$ cat src/rtl/keypad_pkg.sv
// Shared types and constants for the 4x4 keypad scanner: FSM states, key map,
// column reset pattern and small index helpers.
package keypad_pkg;

    typedef enum logic [1:0] {
        ST_SCAN,
        ST_DEBOUNCE,
        ST_PRESSED,
        ST_RELEASE
    } kp_state_e;

    localparam logic [3:0] COL_RESET = 4'b1110;

    // Nibble at index {row, col}: rows are 1 2 3 A / 4 5 6 B / 7 8 9 C / E 0 F D.
    localparam logic [63:0] KEY_MAP = 64'hDF0E_C987_B654_A321;

    function automatic logic [3:0] key_lookup(input logic [1:0] row, input logic [1:0] col);
        return KEY_MAP[{row, col, 2'b00} +: 4];
    endfunction

    function automatic logic [1:0] col_index(input logic [3:0] col_n);
        case (col_n)
            4'b1101: return 2'd1;
            4'b1011: return 2'd2;
            4'b0111: return 2'd3;
            default: return 2'd0;
        endcase
    endfunction

    function automatic logic [1:0] first_low_row(input logic [3:0] rows_n);
        if (!rows_n[0])      return 2'd0;
        else if (!rows_n[1]) return 2'd1;
        else if (!rows_n[2]) return 2'd2;
        else                 return 2'd3;
    endfunction

    function automatic logic [3:0] col_rotate(input logic [3:0] col_n);
        return {col_n[2:0], col_n[3]};
    endfunction

endpackage

$ cat src/rtl/keypad_tick_gen.sv
// Free-running slot divider: tick is high on the last cycle of every
// SCAN_DIV-cycle slot.
module keypad_tick_gen #(
    parameter int SCAN_DIV = 50000
) (
    input  logic clk,
    input  logic rst_n,
    output logic tick
);

    localparam int DIV_W = $clog2(SCAN_DIV);
    localparam logic [DIV_W-1:0] DIV_LAST = DIV_W'(SCAN_DIV - 1);

    logic [DIV_W-1:0] div_cnt;

    always_ff @(posedge clk or negedge rst_n) begin
        if (!rst_n)
            div_cnt <= '0;
        else if (div_cnt == DIV_LAST)
            div_cnt <= '0;
        else
            div_cnt <= div_cnt + 1'b1;
    end

    assign tick = (div_cnt == DIV_LAST);

endmodule

$ cat src/rtl/keypad_scan_encoder.sv
// 4x4 keypad scanner/debouncer/encoder. Optional auto-repeat of key_valid
// while a key is held is enabled by defining KEYPAD_REPEAT_EN.
module keypad_scan_encoder
    import keypad_pkg::*;
#(
    parameter int SCAN_DIV     = 50000,
    parameter int DEBOUNCE_CNT = 4,
    parameter int REPEAT_DLY   = 50,
    parameter int REPEAT_RATE  = 10
) (
    input  logic       clk,
    input  logic       rst_n,
    input  logic [3:0] row_n,
    output logic [3:0] col_n,
    output logic [3:0] key_code,
    output logic       key_valid,
    output logic       key_held
);

    if (SCAN_DIV < 2 || DEBOUNCE_CNT < 1 || REPEAT_DLY < 1 || REPEAT_RATE < 1) begin : g_bad_param
        $error("keypad_scan_encoder: parameter out of range");
    end

    localparam int CNT_W = $clog2(DEBOUNCE_CNT + 1);
    localparam logic [CNT_W-1:0] CNT_DONE = CNT_W'(DEBOUNCE_CNT);
    localparam logic [CNT_W-1:0] CNT_ONE  = CNT_W'(1);

    logic            tick;
    logic [3:0]      row_meta, row_sync;
    kp_state_e       state_q, state_d;
    logic [1:0]      row_idx_q, row_idx_d, col_idx_q, col_idx_d;
    logic [CNT_W-1:0] cnt_q, cnt_d, cnt_inc;
    logic [3:0]      col_d, key_code_d;
    logic            key_valid_d, key_held_d;
    logic            accept, release_done, row_low;

`ifdef KEYPAD_REPEAT_EN
    localparam int RPT_MAX = (REPEAT_DLY > REPEAT_RATE) ? REPEAT_DLY : REPEAT_RATE;
    localparam int RPT_W = $clog2(RPT_MAX + 1);
    localparam logic [RPT_W-1:0] RPT_DLY_V  = RPT_W'(REPEAT_DLY);
    localparam logic [RPT_W-1:0] RPT_RATE_V = RPT_W'(REPEAT_RATE);

    logic [RPT_W-1:0] rpt_cnt_q, rpt_cnt_d, rpt_inc;
    logic             rpt_phase_q, rpt_phase_d;
`endif

    keypad_tick_gen #(.SCAN_DIV(SCAN_DIV)) u_tick_gen (
        .clk   (clk),
        .rst_n (rst_n),
        .tick  (tick)
    );

    assign row_low = !row_sync[row_idx_q];

    always_comb begin
        state_d      = state_q;
        col_d        = col_n;
        row_idx_d    = row_idx_q;
        col_idx_d    = col_idx_q;
        cnt_d        = cnt_q;
        cnt_inc      = cnt_q + 1'b1;
        key_code_d   = key_code;
        key_valid_d  = 1'b0;
        key_held_d   = key_held;
        accept       = 1'b0;
        release_done = 1'b0;
`ifdef KEYPAD_REPEAT_EN
        // Repeat counter only lives in PRESSED, so entering PRESSED starts it at zero.
        rpt_cnt_d   = (state_q == ST_PRESSED) ? rpt_cnt_q : '0;
        rpt_phase_d = (state_q == ST_PRESSED) ? rpt_phase_q : 1'b0;
        rpt_inc     = rpt_cnt_q + 1'b1;
`endif
        if (tick) begin
            case (state_q)
                ST_SCAN: begin
                    if (&row_sync) begin
                        col_d = col_rotate(col_n);
                    end else begin
                        row_idx_d = first_low_row(row_sync);
                        col_idx_d = col_index(col_n);
                        if (DEBOUNCE_CNT == 1) begin
                            accept = 1'b1;
                        end else begin
                            state_d = ST_DEBOUNCE;
                            cnt_d   = CNT_ONE;
                        end
                    end
                end
                ST_DEBOUNCE: begin
                    if (row_low) begin
                        if (cnt_inc == CNT_DONE) accept = 1'b1;
                        else                     cnt_d  = cnt_inc;
                    end else begin
                        state_d = ST_SCAN;
                        cnt_d   = '0;
                        col_d   = col_rotate(col_n);
                    end
                end
                ST_PRESSED: begin
                    if (!row_low) begin
                        if (CNT_DONE == CNT_ONE) begin
                            release_done = 1'b1;
                        end else begin
                            state_d = ST_RELEASE;
                            cnt_d   = CNT_ONE;
                        end
                    end
`ifdef KEYPAD_REPEAT_EN
                    else if (rpt_inc == (rpt_phase_q ? RPT_RATE_V : RPT_DLY_V)) begin
                        key_valid_d = 1'b1;
                        rpt_cnt_d   = '0;
                        rpt_phase_d = 1'b1;
                    end else begin
                        rpt_cnt_d = rpt_inc;
                    end
`endif
                end
                ST_RELEASE: begin
                    if (!row_low) begin
                        if (cnt_inc == CNT_DONE) release_done = 1'b1;
                        else                     cnt_d        = cnt_inc;
                    end else begin
                        state_d = ST_PRESSED;
                        cnt_d   = '0;
                    end
                end
                default: state_d = ST_SCAN;
            endcase

            if (accept) begin
                key_code_d  = key_lookup(row_idx_d, col_idx_d);
                key_valid_d = 1'b1;
                key_held_d  = 1'b1;
                state_d     = ST_PRESSED;
                cnt_d       = '0;
            end
            if (release_done) begin
                key_held_d = 1'b0;
                col_d      = col_rotate(col_n);
                state_d    = ST_SCAN;
                cnt_d      = '0;
            end
        end
    end

    always_ff @(posedge clk or negedge rst_n) begin
        if (!rst_n) begin
            row_meta  <= 4'hF;
            row_sync  <= 4'hF;
            state_q   <= ST_SCAN;
            col_n     <= COL_RESET;
            row_idx_q <= '0;
            col_idx_q <= '0;
            cnt_q     <= '0;
            key_code  <= 4'h0;
            key_valid <= 1'b0;
            key_held  <= 1'b0;
        end else begin
            row_meta  <= row_n;
            row_sync  <= row_meta;
            state_q   <= state_d;
            col_n     <= col_d;
            row_idx_q <= row_idx_d;
            col_idx_q <= col_idx_d;
            cnt_q     <= cnt_d;
            key_code  <= key_code_d;
            key_valid <= key_valid_d;
            key_held  <= key_held_d;
        end
    end

`ifdef KEYPAD_REPEAT_EN
    always_ff @(posedge clk or negedge rst_n) begin
        if (!rst_n) begin
            rpt_cnt_q   <= '0;
            rpt_phase_q <= 1'b0;
        end else begin
            rpt_cnt_q   <= rpt_cnt_d;
            rpt_phase_q <= rpt_phase_d;
        end
    end
`endif

endmodule
$ cat config.mk
export PLATFORM = sky130hd
export DESIGN_NAME = keypad_scan_encoder
export DESIGN_NICKNAME = d
export VERILOG_FILES = /design/src/rtl/keypad_pkg.sv /design/src/rtl/keypad_tick_gen.sv /design/src/rtl/keypad_scan_encoder.sv
export SDC_FILE = /design/constraint.sdc
export NUM_CORES = 1
export LEC_CHECK = 0
export BUFFER_PORTS_ARGS = -buffer_cell sky130_fd_sc_hd__buf_2
export CORE_UTILIZATION = 50
export DETAILED_ROUTE_END_ITERATION = 8
export PLACE_DENSITY = 0.68
export SLEW_MARGIN = 30
export SYNTH_ARGS = -nofsm -noshare
export SYNTH_HDL_FRONTEND = slang
export SYNTH_SLANG_ARGS = --single-unit
$ cat constraint.sdc
create_clock -name clk -period 2.4 [get_ports clk]
set_clock_uncertainty 0.05 [all_clocks]
set_input_delay 0.24 -clock clk [delete_from_list [all_inputs] [get_ports clk]]
set_output_delay 0.24 -clock clk [all_outputs]
set_load 0.05 [all_outputs]
==> reports/qor.yml <==
outcome:
  status: "finished clean"
grt:
  antenna_found_initial: 0
  grtUsageTotal_pct: 20.4
  grt_pass1_vias: 1470
  grt_first_pass_wirelength_um: 6930
  grt_max_degree: 44
  grt_overflow: 0
worst_setup_path:
  cp.required_ps: 2540
  r2r_setup_slack_ps: 320
  worstSetupEndpointType: "register"
  path_buf_inv: 0
  crit_slowest_cell: "and4_1"
  crit_type: "register to register"
  ff2ff_path_depth: 4
  crit_arrival_ps: 2220
  cpPeakStageDelay_ps: 420
  cp.depth: 4
  critPathTopFamily: "simple AND/OR/NAND/NOR gates"
  start_kind: "register"
  path_cells: "nor4bb_1 > and4_1 > a21boi_2 > mux2_2"
  reg2reg_from: "u_tick_gen.div_cnt[13]"
  r2r_end: "col_n[0]"
  cp_max_fo: 8
hold_path:
  worstHoldPathCells: 0
  min_path_type: "register to register"
  hold_path_end: "row_sync[1]"
  min-delay-start: "row_meta[1]"
logic_synthesis:
  synth_flop_cell: "dfrtp_1"
  ys_warn_count: 0
  synth_common_cells: "dfrtp_1, nand2_1, nor2_1"
  avgSynthCellArea_um2: 10.8
  yosysTopAreaCell: "dfrtp_1"
  syn-cell-area_um2: 2170
  synthArstFlopShare_pct: 100
  yosysMostFrequentCell: "dfrtp_1"
  ys_types: 54
  yosysSeqAreaShare_pct: 50.1
  synth_nets: 213
  synthTopCellsByArea: "dfrtp_1, dfstp_2, xor2_1, nand2_1, mux2_2"
  synth_top_area_share_pct: 36.8
  synth-edff-count: 0
  synthCells: 202
  synth-seq-cells: 43
timing:
  slew_headroom_pct: 64.8
  worst_pin_slew_ps: 528
  grt_setup_unrepaired: "false"
  report.final.slew_viol_count: 0
  hold_viol: 0
  setup_viol_count_final: 0
  clock.fmax_mhz: 482
  setup_ws_ps: 323
  fin_tns_setup_ps: 0
  fin_crit_ps: 2080
  period_share_pct: 86.5
routing:
  ant_nets: 0
  drc_errors: 0
  wl_per_cell_um: 14.4
  first_pass_iters: 4
  drtIter0Drc: 72
  wl_um: 3970
  vias: 1589
  viasPerCell: 5.76
floorplan:
  rows: 23
  die_h_um: 67.9
  dieArea_um2: 4610
  chipWidth_um: 67.9
  io_pins: 16
  fp.coreArea_um2: 4090
  start_util_pct: 53.2
clock_tree:
  cts.sinks: 43
  post_cts_buffers: 0
  clkTransAtPathRegs_ps: 90
  post_cts_resized: 0
  clock_latency_ps: 300
  root_buffer: "clkbuf_8"
  cts_made_buffers: 5
  htreeDepth: 2
  cts.path.max_buffers: 2
  cts_tree: "built"
layout:
  syn_to_final_growth_pct: 11.5
  final_nets: 236
  drive_gt1_share_pct: 23.9
  diodes: 0
  fin_area_um2: 2420
power_and_ir_drop:
  ir_drop_mv: 0.362
  p_leak_nw: 1.04
  power_mw: 1.25
  power.density_nw_per_um2: 516
placed_design:
  port_buffers: 15
  placed_cell_area_um2: 2280
  hpwl_um: 2770
  preCtsSetupSlack_ps: 352
  gp_congestion: 0.784
job:
  cap_violations: 0
flip-flops by register name, summed over array words and instances, names as in the netlist:
register / cells
row_sync: 4
state_q: 2
key_code: 4
cnt_q: 3
key_valid: 1
row_meta: 4
col_n: 4
key_held: 1
u_tick_gen.div_cnt: 16
col_idx_q: 2
row_idx_q: 2
per-layer routing:
metal	track usage [%]	wire (um)
met5	0	0
met1	27.6	1890
met3	5.00	173
met2	31.3	1840
met4	7.81	68
power breakdown:
| part | total (mW) | internal, mW | switching [mW] | leakage [nW] |
|---|---|---|---|---|
| registers | 0.742 | 0.737 | 0.00552 | 0.548 |
| clock network | 0.456 | 0.203 | 0.252 | 0.0412 |
| logic | 0.0507 | 0.0200 | 0.0307 | 0.455 |
cells by family after synthesis:
logic type	synth area share (%)
xor+xnor	5.64
fa+ha+maj	2.88
flops	50.1
compound gates	13.1
buf+inv	2.99
mux	4.84
simple gates	20.4
placed cells by master (no fill, tap or decap), types with 2 or more instances in the layout:
| cell | instances |
|---|---|
| nor4_1 | 4 |
| nand2_1 | 19 |
| nor2b_1 | 2 |
| nor2_2 | 3 |
| xnor2_1 | 5 |
| a211oi_1 | 2 |
| clkbuf_8 | 5 |
| buf_2 | 14 |
| and3_1 | 2 |
| mux2_2 | 6 |
| ha_1 | 5 |
| o21ai_0 | 4 |
| nand4_1 | 4 |
| inv_1 | 7 |
| clkinv_2 | 2 |
| o21ai_1 | 2 |
| xor2_1 | 9 |
| o22ai_1 | 2 |
| o31ai_1 | 2 |
| o2bb2ai_1 | 2 |
| dlygate4sd3_1 | 5 |
| o21a_1 | 2 |
| buf_4 | 2 |
| a21oi_1 | 7 |
| nand2b_1 | 4 |
| nor2_1 | 16 |
| a31oi_1 | 4 |
| a22o_1 | 2 |
| dfstp_2 | 11 |
| nor3_1 | 5 |
| nand3_1 | 8 |
| and4_1 | 2 |
| nand3b_1 | 2 |
| dfrtp_1 | 32 |
per-stage QoR:
| stage | utilization, % | cells | hold slack (ps) |
|---|---|---|---|
| after floorplan | - | 202 | -106 |
| after global placement | 55.9 | 263 | 296 |
| after detailed placement | 55.9 | 263 | 297 |
| after CTS | 59.0 | 275 | 51.3 |
| after global routing | 59.3 | 276 | 313 |
| final | 59.3 | 276 | 299 |
area by class of cell:
| cell class | count | area (um^2) |
|---|---|---|
| fillers | 365 | 1660 |
| flip-flops and latches | 43 | 1090 |
| multi-input cells | 146 | 1020 |
| repair buffers | 21 | 135 |
| clock buffers | 6 | 72.6 |
| well taps | 50 | 62.6 |
| inverters | 8 | 31.3 |
| clock inverters | 2 | 12.5 |
worst register-to-register path, cell delays in order (launching register included):
cell      delay (ps)
dfrtp_1          410
nor4bb_1         400
and4_1           420
a21boi_2         330
mux2_2           360
repair_timing:
| action | 4_1_cts | 5_1_grt |
|---|---|---|
| hold buffers | 4 | 1 |
| endpoints found under the hold margin | 4 | 32 |
| setup endpoints to repair | 0 | 0 |
how the worst max path moves through the flow:
stage	startpoint	endpoint
finish	u_tick_gen.div_cnt[13]	col_n[0]
global route	u_tick_gen.div_cnt[12]	col_n[0]
CTS	u_tick_gen.div_cnt[12]	col_n[0]
detailed placement	u_tick_gen.div_cnt[12]	col_n[0]
global placement	u_tick_gen.div_cnt[11]	col_n[0]
floorplan	col_n[3]	key_code[0]
Power figures use the tool's default switching activity.
